**src/rtl/mips_pkg.sv**
```systemverilog
// Shared types for the MIPS pipeline hazard controller.
// Forward-select encodings, memory-wait FSM states and helpers.
package mips_pkg;

    localparam logic [4:0] REG_ZERO = 5'd0;

    typedef enum logic [1:0] {
        FWD_RF  = 2'b00,
        FWD_WB  = 2'b01,
        FWD_MEM = 2'b10
    } fwd_sel_t;

    typedef enum logic [1:0] {
        IDLE = 2'd0,
        WAIT = 2'd1,
        ERR  = 2'd2
    } mem_wait_state_t;

    // E-stage operand select: M beats W, r0 is never forwarded.
    function automatic fwd_sel_t fwd_sel(
        input logic [4:0] src,
        input logic       rw_m,
        input logic [4:0] wr_m,
        input logic       rw_w,
        input logic [4:0] wr_w
    );
        fwd_sel_t sel;
        sel = FWD_RF;
        if (src != REG_ZERO && rw_m && src == wr_m)
            sel = FWD_MEM;
        else if (src != REG_ZERO && rw_w && src == wr_w)
            sel = FWD_WB;
        return sel;
    endfunction

endpackage

```
**src/rtl/hazard_mem_wait.sv**
```systemverilog
// Multicycle data-memory wait tracker with timeout.
// Freezes the pipeline on a miss; a timeout parks it in ERR.
module hazard_mem_wait
    import mips_pkg::*;
#(
    parameter int MEM_TIMEOUT = 16
) (
    input  logic            clk,
    input  logic            reset,
    input  logic            mem_req_m,
    input  logic            mem_ready,
    output logic            memstall,
    output logic            mem_err,
    output mem_wait_state_t state
);

    localparam int CNT_W = $clog2(MEM_TIMEOUT + 1);
    localparam logic [CNT_W-1:0] CNT_LAST = CNT_W'(MEM_TIMEOUT - 1);
    localparam logic [CNT_W-1:0] CNT_ONE  = CNT_W'(1);

    mem_wait_state_t state_q, state_d;
    logic [CNT_W-1:0] cnt_q, cnt_d;

    // State and wait-counter registers.
    always_ff @(posedge clk or negedge reset) begin
        if (!reset) begin
            state_q <= IDLE;
            cnt_q   <= '0;
        end else begin
            state_q <= state_d;
            cnt_q   <= cnt_d;
        end
    end

    // Next state: ready wins, dropped request aborts, else time out.
    always_comb begin
        state_d = state_q;
        cnt_d   = cnt_q;
        unique case (state_q)
            IDLE: begin
                if (mem_req_m && !mem_ready) begin
                    state_d = WAIT;
                    cnt_d   = CNT_ONE;
                end
            end
            WAIT: begin
                if (mem_ready || !mem_req_m) begin
                    state_d = IDLE;
                    cnt_d   = '0;
                end else if (cnt_q == CNT_LAST) begin
                    state_d = ERR;
                end else begin
                    cnt_d = cnt_q + CNT_ONE;
                end
            end
            ERR: begin
                state_d = ERR;
            end
            default: begin
                state_d = IDLE;
                cnt_d   = '0;
            end
        endcase
    end

    // Outputs: the freeze starts in the miss cycle itself.
    always_comb begin
        mem_err  = (state_q == ERR);
        memstall = mem_err || (mem_req_m && !mem_ready);
        state    = state_q;
    end

endmodule

```
**src/rtl/hazard_ctrl.sv**
```systemverilog
// Pipeline hazard controller: stalls, flushes and forwarding.
// Load-use and branch hazards plus a memory-wait freeze.
module hazard_ctrl
    import mips_pkg::*;
#(
    parameter int MEM_TIMEOUT = 16,
    parameter int COUNT_W     = 32
) (
    input  logic               clk,
    input  logic               reset,
    input  logic [4:0]         rs_d,
    input  logic [4:0]         rt_d,
    input  logic               branch_d,
    input  logic [4:0]         rs_e,
    input  logic [4:0]         rt_e,
    input  logic [4:0]         writereg_e,
    input  logic [4:0]         writereg_m,
    input  logic [4:0]         writereg_w,
    input  logic               regwrite_e,
    input  logic               regwrite_m,
    input  logic               regwrite_w,
    input  logic               memtoreg_e,
    input  logic               memtoreg_m,
    input  logic               mem_req_m,
    input  logic               mem_ready,
    output logic               stall_f,
    output logic               stall_d,
    output logic               stall_e,
    output logic               stall_m,
    output logic               flush_e,
    output logic               flush_w,
    output logic               forward_a_d,
    output logic               forward_b_d,
    output logic [1:0]         forward_a_e,
    output logic [1:0]         forward_b_e,
    output logic               mem_err,
    output logic [COUNT_W-1:0] stall_count
);

    logic            memstall;
    mem_wait_state_t wait_state;
    fwd_sel_t        fa_e, fb_e;
    logic            fa_d, fb_d;
    logic            lwstall, branchstall, hz;
    logic [COUNT_W-1:0] stall_count_q, stall_count_d;

    hazard_mem_wait #(
        .MEM_TIMEOUT(MEM_TIMEOUT)
    ) u_mem_wait (
        .clk      (clk),
        .reset    (reset),
        .mem_req_m(mem_req_m),
        .mem_ready(mem_ready),
        .memstall (memstall),
        .mem_err  (mem_err),
        .state    (wait_state)
    );

    // Forwarding selects for the E operands and the D comparator.
    always_comb begin
        fa_e = fwd_sel(rs_e, regwrite_m, writereg_m,
                       regwrite_w, writereg_w);
        fb_e = fwd_sel(rt_e, regwrite_m, writereg_m,
                       regwrite_w, writereg_w);
        fa_d = (rs_d != REG_ZERO) && regwrite_m
               && (rs_d == writereg_m);
        fb_d = (rt_d != REG_ZERO) && regwrite_m
               && (rt_d == writereg_m);
    end

    // Load-use and branch-compare hazard detection.
    always_comb begin
        lwstall = memtoreg_e
                  && (rt_e == rs_d || rt_e == rt_d);
        branchstall = branch_d && (
            (regwrite_e
             && (writereg_e == rs_d || writereg_e == rt_d))
            || (memtoreg_m
             && (writereg_m == rs_d || writereg_m == rt_d)));
        hz = lwstall || branchstall;
    end

    // Control outputs: reset forces bubbles, freeze beats hz.
    always_comb begin
        stall_f     = 1'b0;
        stall_d     = 1'b0;
        stall_e     = 1'b0;
        stall_m     = 1'b0;
        flush_e     = 1'b0;
        flush_w     = 1'b0;
        forward_a_d = 1'b0;
        forward_b_d = 1'b0;
        forward_a_e = FWD_RF;
        forward_b_e = FWD_RF;
        if (!reset) begin
            flush_e = 1'b1;
            flush_w = 1'b1;
        end else begin
            forward_a_d = fa_d;
            forward_b_d = fb_d;
            forward_a_e = fa_e;
            forward_b_e = fb_e;
            if (memstall) begin
                stall_f = 1'b1;
                stall_d = 1'b1;
                stall_e = 1'b1;
                stall_m = 1'b1;
                flush_w = 1'b1;
            end else begin
                stall_f = hz;
                stall_d = hz;
                flush_e = hz;
            end
        end
    end

    // Saturating stalled-cycle count; ERR cycles are not counted.
    always_comb begin
        stall_count_d = stall_count_q;
        if ((stall_f || stall_m) && wait_state != ERR
            && stall_count_q != '1)
            stall_count_d = stall_count_q + COUNT_W'(1);
    end

    // Stall counter register.
    always_ff @(posedge clk or negedge reset) begin
        if (!reset)
            stall_count_q <= '0;
        else
            stall_count_q <= stall_count_d;
    end

    assign stall_count = stall_count_q;

endmodule

```
**config.mk**
```make
export PLATFORM = sky130hd
export DESIGN_NAME = hazard_ctrl
export DESIGN_NICKNAME = d
export VERILOG_FILES = /design/src/rtl/mips_pkg.sv /design/src/rtl/hazard_mem_wait.sv /design/src/rtl/hazard_ctrl.sv
export SDC_FILE = /design/constraint.sdc
export NUM_CORES = 1
export LEC_CHECK = 0
export ABC_CLOCK_PERIOD_IN_PS = 1700
export CAP_MARGIN = 20
export CORE_MARGIN = 10
export CORE_UTILIZATION = 42
export CTS_CLUSTER_DIAMETER = 30
export DETAILED_ROUTE_END_ITERATION = 10
export HOLD_SLACK_MARGIN = 0.1
export PLACE_DENSITY_LB_ADDON = 0.05
export SYNTH_ARGS = -nofsm -noshare
export SYNTH_HDL_FRONTEND = slang
export SYNTH_HIERARCHICAL = 1
export SYNTH_SLANG_ARGS = --single-unit
```
**constraint.sdc**
```tcl
create_clock -name clk -period 1.7 [get_ports clk]
set_input_delay 0.17 -clock clk [delete_from_list [all_inputs] [get_ports clk]]
set_output_delay 0.17 -clock clk [all_outputs]
set_load 0.01 [all_outputs]
```
==> impl_metrics.toml, run 1 <==
[yosys]
async_flop_share_pct = 100.0
ys_top_cells_by_area = "dfrtp_1 (36%), xnor2_1 (18%), xor2_1 (7.8%)"
yosysSeqAreaShare_pct = 36.06
syn_area_um2 = 2706
yosysWarnings = 6
synthesis.nets = 331
synth_top_cell_area_share_pct = 36.06
syn_avg_cell_area_um2 = 9.563
netlist_instances = 283
synth_top_cell_by_area = "dfrtp_1"
synth-compound-area-share_pct = 7.490
synth-main-ff-cell = "dfrtp_1"
synthMuxAreaShare_pct = 0.8322
synth_top_family_by_area = "XOR/XNOR gates"
yosys-top-cells-count = "xnor2_1 (57), dfrtp_1 (39), xor2_1 (24)"
synthXorXnorAreaFrac_pct = 26.81
yosysMostFrequentCell = "xnor2_1"
synth_cell_type_count = 43
synthSimpleGateAreaFrac_pct = 22.88
synth-adder-area-share_pct = 1.387
synth-edff-count = 0
ys_ff_latch = 39

[clocking]
cts_tree = "done"
clk_root_buffer_cell = "clkbuf_8"
cts.reportedPaths.clkPinSlew_ns = 0.09
h-tree-depth = 2
cts-buffers-inserted = 5
clkLatencyLatePin_ns = 0.29
cts.sinks = 39
cts_buffer_depth = 2

[power_and_ir_drop]
p_int_uw = 1990
comb_power_share_pct = 42.2
vdd_drop_max_mv = 0.4654
power.switching_uw = 980.1
p_leak_uw = 0.002381
pwr_density_cell_nw_per_um2 = 574.4
power.clock.fraction_pct = 21.3
pwr-share-seq_pct = 36.5
switching_share_pct = 33.00

[detailed_routing]
drc = 0
dr.pass1.iters = 4
routed_wl_um = 9818
drtIter0Drc = 129
wl_per_cell_um = 17.13
vias = 2936
ant_nets = 0
via_per_inst = 5.124

[timing]
finalSetupViolCount = 33
fin_crit_sh_pct = 108.4
finalHoldViolations = 0
rsz0062_at_grt = "true"
fmax_ghz = 0.5424
maxSlewHeadroom_pct = 66.23
fin_setup_tns_ns = -2.784
drv_slew = 0
worst_pin_slew_ns = 0.5050
fin_skew_ns = 0.01096
setup_ws_ns = -0.1435
fin_crit_ns = 1.844

[run_status]
violations = "negative setup slack"
outcome = "finished, violations left"

[setup_path]
cp_common_cell = "buf_6"
worstSetupPathType = "input pin to flip-flop"
cp_top_family = "buffers and inverters"
max_stage_delay_ns = 0.31
path_max_fanout = 5
cp_num_buf_inv = 5
crit_path_start_kind = "input pin"
required_ns = 1.89
timing.rr.start = "stall_count[18]"
crit_arrival_ns = 2.03
rrSetupSlack_ns = -0.13
ff2ff_path_depth = 9
slowest_stage = "nor4_2"
r2r_end = "stall_count[7]"
cp-end-kind = "flip-flop"
crit_chain = "buf_6, buf_6, xor2_2, nor4_2, nand3_1, o21ai_2, buf_4, o21ai_4, a21oi_4, buf_4, buf_6, nand3_2, xnor2_2"

[floorplan]
floorplan.core_area_um2 = 6314
start_util_pct = 42.87
fp.dieW_um = 100.3
io_pins = 90
rows = 29
die-area_um2 = 10050
die_y_um = 100.3

[place]
numPortBuffers = 89
dp.cells = 536
hpwl_um = 6939
routabilityCongestion = 0.8368

[job]
cap_viol_max_count = 0

[grt]
antenna_found_initial = 0
grt_pass1_vias = 3063
grt_max_degree = 29
grt_use_total_pct = 17.17
grt_pass1_wl_um = 14410
grt_overflow = 0

[cells_and_area]
area_growth_pct = 91.08
fin_nets = 543
final_cells = 573
drive_gt1_share_pct = 52.82
antennaDiodeCount = 0

[min_path]
min_delay_path_depth = 1
hp-start = "stall_count[13]"
hp-class = "flip-flop to flip-flop"
hold_path_end = "stall_count[13]"
final cells by class:
| type | instances | area (um^2) |
|---|---|---|
| tap | 77 | 96.34 |
| clock inverter | 2 | 12.51 |
| timing repair buffer | 218 | 1848 |
| clock buffer | 6 | 72.57 |
| sequential | 39 | 977.2 |
| inverter | 9 | 33.78 |
| fill | 383 | 1142 |
| multi-input combinational | 222 | 2131 |
cells by family (layout without fill, tap and decap cells):
| family | Yosys count | in the layout |
|---|---|---|
| and+or+nand+nor | 111 | 111 |
| xor gates and xnor gates | 82 | 82 |
| DFF | 39 | 39 |
| AOI/OAI and AO/OA | 24 | 24 |
| buffers and inverters | 22 | 235 |
| adders and majority gates | 3 | 3 |
| muxes | 2 | 2 |
timing repair:
action,in CTS,in global routing
gates cloned,1,0
hold endpoints to repair,39,0
hold buffers,2,0
pin swaps,58,47
endpoints found under the setup margin,45,46
resized for setup,197,100
buffers inserted,15,13
how the worst max path moves through the flow:
stage / start / to / slack, ns / cells past startpoint
2_1_floorplan: writereg_m[2] / stall_count[15] / -0.05 / 9
3_3_place_gp: rs_d[2] / stall_f / -0.80 / 9
3_5_place_dp: writereg_m[3] / stall_d / -0.84 / 8
4_1_cts: stall_count[18] / stall_count[18] / -0.15 / 9
5_1_grt: rt_e[1] / stall_count[29] / -0.30 / 13
6_report: rt_e[1] / stall_count[23] / -0.14 / 13
registers in the layout (all words and copies together), names as in the netlist:
signal and cells:
stall_count 32, u_mem_wait/state 2, u_mem_wait/cnt_q 5
stage by stage:
step	worst slack, ns	util (%)	instance area (um^2)	hold WS (ns)	power (uW)
floorplan	-0.05312	-	2778	-0.1256	1455
global placement	-0.8042	70.17	4431	0.2069	2038
detailed placement	-0.8374	70.17	4431	0.2154	2064
CTS	-0.1492	75.17	4746	0.5127	2779
global route	-0.2974	81.91	5171	0.5341	3109
finish	-0.1435	81.91	5171	0.5056	2970
cells in the final DEF (no fill, tap or decap), types with 8 or more instances in the layout:
| cell | synthesis | routed |
|---|---|---|
| xnor2_2 | 1 | 13 |
| nand3_2 | 0 | 8 |
| clkdlybuf4s50_1 | 0 | 42 |
| buf_2 | 2 | 14 |
| dfrtp_1 | 39 | 38 |
| xnor2_1 | 57 | 45 |
| buf_4 | 2 | 114 |
| nand2_1 | 19 | 11 |
| nand4_1 | 16 | 16 |
| nand3_1 | 23 | 12 |
| xor2_1 | 24 | 17 |
| buf_6 | 4 | 31 |
per-layer routing:
| layer | GRT usage, % | share of wire (%) | up-vias |
|---|---|---|---|
| met1 | 19.44 | 40 | 1417 |
| met2 | 30.76 | 51 | 95 |
| met3 | 4.876 | 6.8 | 20 |
| met5 | 0 | 0 | - |
| met4 | 4.348 | 2.1 | 0 |
| li1 | - | - | 1404 |
power by group through the flow:
| stage | registers [uW] | clock network, uW | logic (uW) |
|---|---|---|---|
| floorplan | 1140 | 0 | 315 |
| finish | 1080 | 633 | 1250 |
| CTS | 1070 | 630 | 1080 |
| global route | 1090 | 681 | 1340 |
| detailed placement | 1070 | 0 | 992 |
| global placement | 1070 | 0 | 970 |
worst reg2reg max path, cell delays in order (launching register included):
cell,delay [ns]
dfrtp_1,0.36
and3_4,0.21
nand3_4,0.09
nor3_4,0.13
nand2_2,0.10
nor3_4,0.27
a21oi_4,0.09
buf_6,0.16
and3_4,0.15
xor2_1,0.16
Note: power is estimated with default switching activity, not from simulation.
==> inputs of run 2 (changes only) <==
Settings changed: CAP_MARGIN 20 to not set.
==> results of run 2 <==
Same layout as run 1: the final DEF is identical, and so are final timing and power.
